--- src/rtl/camera_pkg.sv ---
// Shared camera-stream types and constants for the pixel pipeline stages.
package camera_pkg;

  localparam int unsigned CAM_WIDTH  = 320;
  localparam int unsigned CAM_HEIGHT = 240;

  typedef struct packed {
    logic [4:0] r;
    logic [5:0] g;
    logic [4:0] b;
  } rgb565_t;

  // Bits needed to hold a linear index 0 .. w*h-1.
  function automatic int unsigned idx_width(input int unsigned w, input int unsigned h);
    int unsigned n;
    n = w * h;
    return (n > 1) ? $clog2(n) : 1;
  endfunction

endpackage

--- src/rtl/rgb565_window_match.sv ---
// Per-channel inclusive RGB565 window test; a channel with min > max never matches.
module rgb565_window_match
  import camera_pkg::*;
(
  input  logic [15:0] pixel,
  input  logic [15:0] col_min,
  input  logic [15:0] col_max,
  output logic        match
);

  rgb565_t w_px;
  rgb565_t w_mn;
  rgb565_t w_mx;

  assign w_px = rgb565_t'(pixel);
  assign w_mn = rgb565_t'(col_min);
  assign w_mx = rgb565_t'(col_max);

  assign match = (w_px.r >= w_mn.r) && (w_px.r <= w_mx.r) &&
                 (w_px.g >= w_mn.g) && (w_px.g <= w_mx.g) &&
                 (w_px.b >= w_mn.b) && (w_px.b <= w_mx.b);

endmodule

--- src/rtl/pixel_coordinate_tagger.sv ---
// Tags camera pixels with x/y/linear index and a colour-match enable, and
// flags frames whose line/pixel counts are malformed.
module pixel_coordinate_tagger
  import camera_pkg::*;
#(
  parameter int unsigned WIDTH  = CAM_WIDTH,
  parameter int unsigned HEIGHT = CAM_HEIGHT,
  parameter int unsigned X_W    = 9,
  parameter int unsigned Y_W    = 8,
  parameter int unsigned IDX_W  = idx_width(WIDTH, HEIGHT)
) (
  input  logic             clk,
  input  logic             rst_n,
  input  logic             vsync,
  input  logic             href,
  input  logic             pxl_valid,
  input  logic [15:0]      pixel,
  input  logic [15:0]      col_min,
  input  logic [15:0]      col_max,
  output logic [X_W-1:0]   x,
  output logic [Y_W-1:0]   y,
  output logic [IDX_W-1:0] index,
  output logic             en,
  output logic             pxl_out_valid,
  output logic             frame_done,
  output logic             frame_ok
);

  localparam logic [X_W:0] ColLim = (X_W + 1)'(WIDTH);
  localparam logic [X_W:0] ColSat = '1;
  localparam logic [Y_W:0] RowLim = (Y_W + 1)'(HEIGHT);
  localparam logic [Y_W:0] RowSat = '1;

  logic             r_vsync, r_href;
  logic [X_W:0]     r_col, w_col_nxt;
  logic [Y_W:0]     r_row, w_row_nxt;
  logic [IDX_W-1:0] r_idx, w_idx_nxt;
  logic             r_err, w_err_nxt;
  logic [X_W-1:0]   r_x, w_x_nxt;
  logic [Y_W-1:0]   r_y, w_y_nxt;
  logic [IDX_W-1:0] r_index, w_index_nxt;
  logic             r_en, w_en_nxt;
  logic             r_pov, w_pov_nxt;
  logic             r_fd, w_fd_nxt;
  logic             r_fok, w_fok_nxt;

  logic w_match;
  logic w_vs_rise;
  logic w_href_fall;
  logic w_accept;

  rgb565_window_match u_match (
    .pixel   (pixel),
    .col_min (col_min),
    .col_max (col_max),
    .match   (w_match)
  );

  assign w_vs_rise   = vsync & ~r_vsync;
  assign w_href_fall = ~href & r_href;
  // A strobe coinciding with the href falling edge still belongs to the line.
  assign w_accept    = pxl_valid & ~vsync & (href | r_href);

  always_comb begin
    w_col_nxt   = r_col;
    w_row_nxt   = r_row;
    w_idx_nxt   = r_idx;
    w_err_nxt   = r_err;
    w_x_nxt     = r_x;
    w_y_nxt     = r_y;
    w_index_nxt = r_index;
    w_en_nxt    = 1'b0;
    w_pov_nxt   = 1'b0;
    w_fd_nxt    = 1'b0;
    w_fok_nxt   = r_fok;

    if (w_vs_rise) begin
      w_fd_nxt  = 1'b1;
      w_fok_nxt = ~r_err && (r_row == RowLim);
      w_col_nxt = '0;
      w_row_nxt = '0;
      w_idx_nxt = '0;
      w_err_nxt = 1'b0;
    end else begin
      if (w_accept) begin
        if ((r_col < ColLim) && (r_row < RowLim)) begin
          w_x_nxt     = r_col[X_W-1:0];
          w_y_nxt     = r_row[Y_W-1:0];
          w_index_nxt = r_idx;
          w_pov_nxt   = 1'b1;
          w_en_nxt    = w_match;
          w_idx_nxt   = r_idx + 1'b1;
        end else begin
          w_err_nxt = 1'b1;
        end
        if (r_col != ColSat) begin
          w_col_nxt = r_col + 1'b1;
        end
      end
      // Line length is judged after any same-cycle pixel has been counted.
      if (w_href_fall) begin
        if (w_col_nxt != ColLim) begin
          w_err_nxt = 1'b1;
        end
        w_col_nxt = '0;
        if (r_row != RowSat) begin
          w_row_nxt = r_row + 1'b1;
        end
      end
    end
  end

  always_ff @(posedge clk or negedge rst_n) begin
    if (!rst_n) begin
      r_vsync <= 1'b0;
      r_href  <= 1'b0;
      r_col   <= '0;
      r_row   <= '0;
      r_idx   <= '0;
      r_err   <= 1'b0;
      r_x     <= '0;
      r_y     <= '0;
      r_index <= '0;
      r_en    <= 1'b0;
      r_pov   <= 1'b0;
      r_fd    <= 1'b0;
      r_fok   <= 1'b0;
    end else begin
      r_vsync <= vsync;
      r_href  <= href;
      r_col   <= w_col_nxt;
      r_row   <= w_row_nxt;
      r_idx   <= w_idx_nxt;
      r_err   <= w_err_nxt;
      r_x     <= w_x_nxt;
      r_y     <= w_y_nxt;
      r_index <= w_index_nxt;
      r_en    <= w_en_nxt;
      r_pov   <= w_pov_nxt;
      r_fd    <= w_fd_nxt;
      r_fok   <= w_fok_nxt;
    end
  end

  assign x             = r_x;
  assign y             = r_y;
  assign index         = r_index;
  assign en            = r_en;
  assign pxl_out_valid = r_pov;
  assign frame_done    = r_fd;
  assign frame_ok      = r_fok;

endmodule

--- config.mk ---
export PLATFORM = sky130hd
export DESIGN_NAME = pixel_coordinate_tagger
export DESIGN_NICKNAME = d
export VERILOG_FILES = /design/src/rtl/camera_pkg.sv /design/src/rtl/rgb565_window_match.sv /design/src/rtl/pixel_coordinate_tagger.sv
export SDC_FILE = /design/constraint.sdc
export NUM_CORES = 1
export LEC_CHECK = 0
export ABC_AREA = 1
export CAP_MARGIN = 10
export CORE_MARGIN = 4
export CORE_UTILIZATION = 40
export DETAILED_ROUTE_END_ITERATION = 10
export PLACE_DENSITY = 0.68
export RECOVER_POWER = 25
export SETUP_SLACK_MARGIN = 0.05
export SYNTH_ARGS = -nofsm -noshare
export SYNTH_HDL_FRONTEND = slang
export SYNTH_SLANG_ARGS = --single-unit
--- constraint.sdc ---
create_clock -name clk -period 4.1 [get_ports clk]
set_input_delay 1.025 -clock clk [delete_from_list [all_inputs] [get_ports clk]]
set_output_delay 1.025 -clock clk [all_outputs]
set_load 0.05 [all_outputs]
==> run summary <==
Initial Util: 40.8%
Power density cells: 329 nW/um2
CTS Buf Count: 9
Final hold vios: 0
Via count: 3,779
Reg power frac: 45.2%
Sw Pwr: 540 uW
Wirelength per Cell: 12.8 um
Final count of pins violating max slew: 78
Slew HR: -23.7%
Final min period: 2.95 ns
Initial antenna violation count: 0
Maximum fanout along the worst path: 35
Tcrit/Tclk final: 72.0%
CP max-delay cell: dlygate4sd3_1
Most frequent cells in the layout: nand2_1 (127), clkdlybuf4s50_1 (87), inv_1 (84)
Distinct cells, synth: 41
Area contributors post-synth: dfrtp_1 (44%), nand2_1 (11%), ha_1 (10%), inv_1 (7.1%), o21ai_0 (5.0%)
Final Non-Filler Cells: 783
Failing checks: capacitance limit, slew limit
Achievable Freq: 339 MHz
Commonest non-fill, non-tap cell in the layout: nand2_1
Total power: 1.86 mW
Internal cell power: 1.32 mW
Largest net degree at the start of global routing: 78
Setup violators final: 0
Diodes inserted: 0
Final WL: 10,000 um
Net count, final: 730
CTS tree: done
Clk_lat worst skew: 0.35 ns
CTS max path bufs: 2
Worst Setup Start Kind: input pin
Crit path max-delay family: buffers and inverters
Syn_nets: 640
Tot GR Track Use: 16.5%
Clk sinks: 77
Detail Route Antenna Nets: 0
P_leak: 2.75 nW
Largest stage delay on the critical path: 0.55 ns
First-pass GRT wire length: 17,300 um
DR iter-0 viols: 150
Area delta synth->final: 27.5%
Hold Path Class: register to register
Vias in the first global route: 3,814
Share of total power in the clock network: 33.2%
Required @ worst endpoint: 4.38 ns
Top-area cell type share of the netlist area: 43.5%
Number of synthesized flops with an enable pin: 0
Fin worst setup slack: 1.15 ns
Root Buffer: clkbuf_8
Die area: 12,800 um2
Post-CTS Setup Bufs: 0
Combinational power share: 21.7%
Syn Inst Count: 550
Place WS: 0.821 ns
Worst VDD drop: 0.275 mV
Sw Ratio: 29.1%
Clock-pin slew on the worst setup and hold paths: 0.08 ns
Share of cells above drive strength 1: 5.29%
# DRC: 0
Outcome: finished with violations
Worst slew pin tran: 1.86 ns
Die Wd: 113 um
Die Ht: 113 um
FFs w/ async S/R, synth: 100%
Setup Skew: 0.00941 ns
Hold_buf cts: 0
Max cap viols: 1
Buf/Inv on CP: 4
# rows: 38
Area of the core: 10,800 um2
Post-DP Area: 5440 um2
DP HPWL: 7590 um
Post-Syn Area: 4430 um2
RSZ-0062 raised after global routing: no
Synth warn: 0
Top_reg_cell synth: dfrtp_1
Input/output buffers: 90
I/O Pins: 91
Hold slack: 0.478 ns
Worst path arrival time: 3.23 ns
Vias per Instance: 4.83
CP endpoint kind: register
CTS resizes: 0
Seq/Total Area, Yosys: 43.5%
Placer Congestion: 0.867
Placed cells: 769
WS Path Type: input pin to register
Cell accounting for the most synthesized area: dfrtp_1
DR pass1 iterations: 4
Number of synthesized register bits: 77
Post-route cell area: 5640 um2
Final Util: 52.1%
H-Tree Depth: 3
GRT overflow: 0
Post-Syn Area per Cell: 8.05 um2
Final setup TNS: 0 ns
Filler Cell Count: 1,056
Cell Chain, Critical Path: dlygate4sd3_1, inv_1, nand2_1, nor2_4, nand3_2, buf_4, clkinv_2, nand2_4, nor2_4, nand2_2, o21ai_1, nand2_1, nor2_1
-- synth_stat cells (all sizes together), types with 2 or more instances --
master / number
nand2: 132
nand3b: 2
nand3: 28
a21oi: 30
xor2: 3
nand4: 11
nor3: 16
nor3b: 2
nor4: 2
inv: 85
o31ai: 3
nor2: 44
buf: 9
dfrtp: 77
a31oi: 2
ha: 37
o21a: 4
or2: 2
o21ai: 47
clkbuf: 4
-- area by class of cell --
class	instances	area, um2	share of cell area (%)
Clock buffer	10	138	2.44
Clock inverter	4	73.8	1.31
Inverter	86	324	5.74
Multi-Input combinational cell	374	2100	37.1
Sequential cell	77	1930	34.1
Tap cell	140	175	3.10
Timing Repair Buffer	92	911	16.1
-- kinds of logic after synthesis --
kind of cell,share of synthesized area (%)
AND/OR/NAND/NOR,24.4
buffers and inverters,9.10
AO/OA/AOI/OAI,11.7
flip-flops,43.5
adder cells (fa/ha/maj),10.5
XOR/XNOR,0.792
-- state kept, by name, indices dropped and copies added (netlist names), 8 cells and up --
signal,flops
index,17
r_col,10
x,9
r_row,9
r_idx,17
y,8
-- worst reg2reg max path: cells and delay by family, from the launching register on --
kind                     cells  cell delay, ns
AND/OR/NAND/NOR              6            0.80
flip-flops                   1            0.38
adder cells (fa/ha/maj)      2            0.38
buffers and inverters        3            0.22
AO/OA/AOI/OAI                2            0.22
-- worst paths after layout --
check | from | endpoint | slack (ns) | depth (start not counted)
setup / recovery | vsync | r_idx[12]$_DFFE_PN0P_ | 1.15 | 13
hold / removal | r_err$_DFF_PN0_ | frame_ok$_DFFE_PN0P_ | 0.48 | 1
setup reg to reg | r_row[0]$_DFFE_PN0P_ | r_row[6]$_DFFE_PN0P_ | 1.99 | 13
hold reg to reg | r_err$_DFF_PN0_ | frame_ok$_DFFE_PN0P_ | 0.48 | 1
max in group asynchronous | rst_n | x[4]$_DFFE_PN0P_ | 1.83 | 1
min in group asynchronous | rst_n | r_row[0]$_DFFE_PN0P_ | 1.19 | 1
-- routing by layer --
| metal | part of all wire [%] | vias to the layer above | GRT usage, % |
|---|---|---|---|
| met5 | 0 | - | 0 |
| met4 | 0.72 | 0 | 4.09 |
| met1 | 47 | 1728 | 21.3 |
| met2 | 48 | 75 | 28.1 |
| li1 | - | 1968 | - |
| met3 | 4.1 | 8 | 3.58 |
-- power by group through the flow --
stage | logic (mW) | clock network (mW) | registers (mW)
4_1_cts | 0.411 | 0.638 | 0.839
3_5_place_dp | 0.409 | 0 | 0.854
5_1_grt | 0.449 | 0.672 | 0.846
3_3_place_gp | 0.400 | 0 | 0.852
6_report | 0.402 | 0.616 | 0.839
2_1_floorplan | 0.160 | 0 | 0.939
Note: power is estimated with default switching activity, not from simulation.
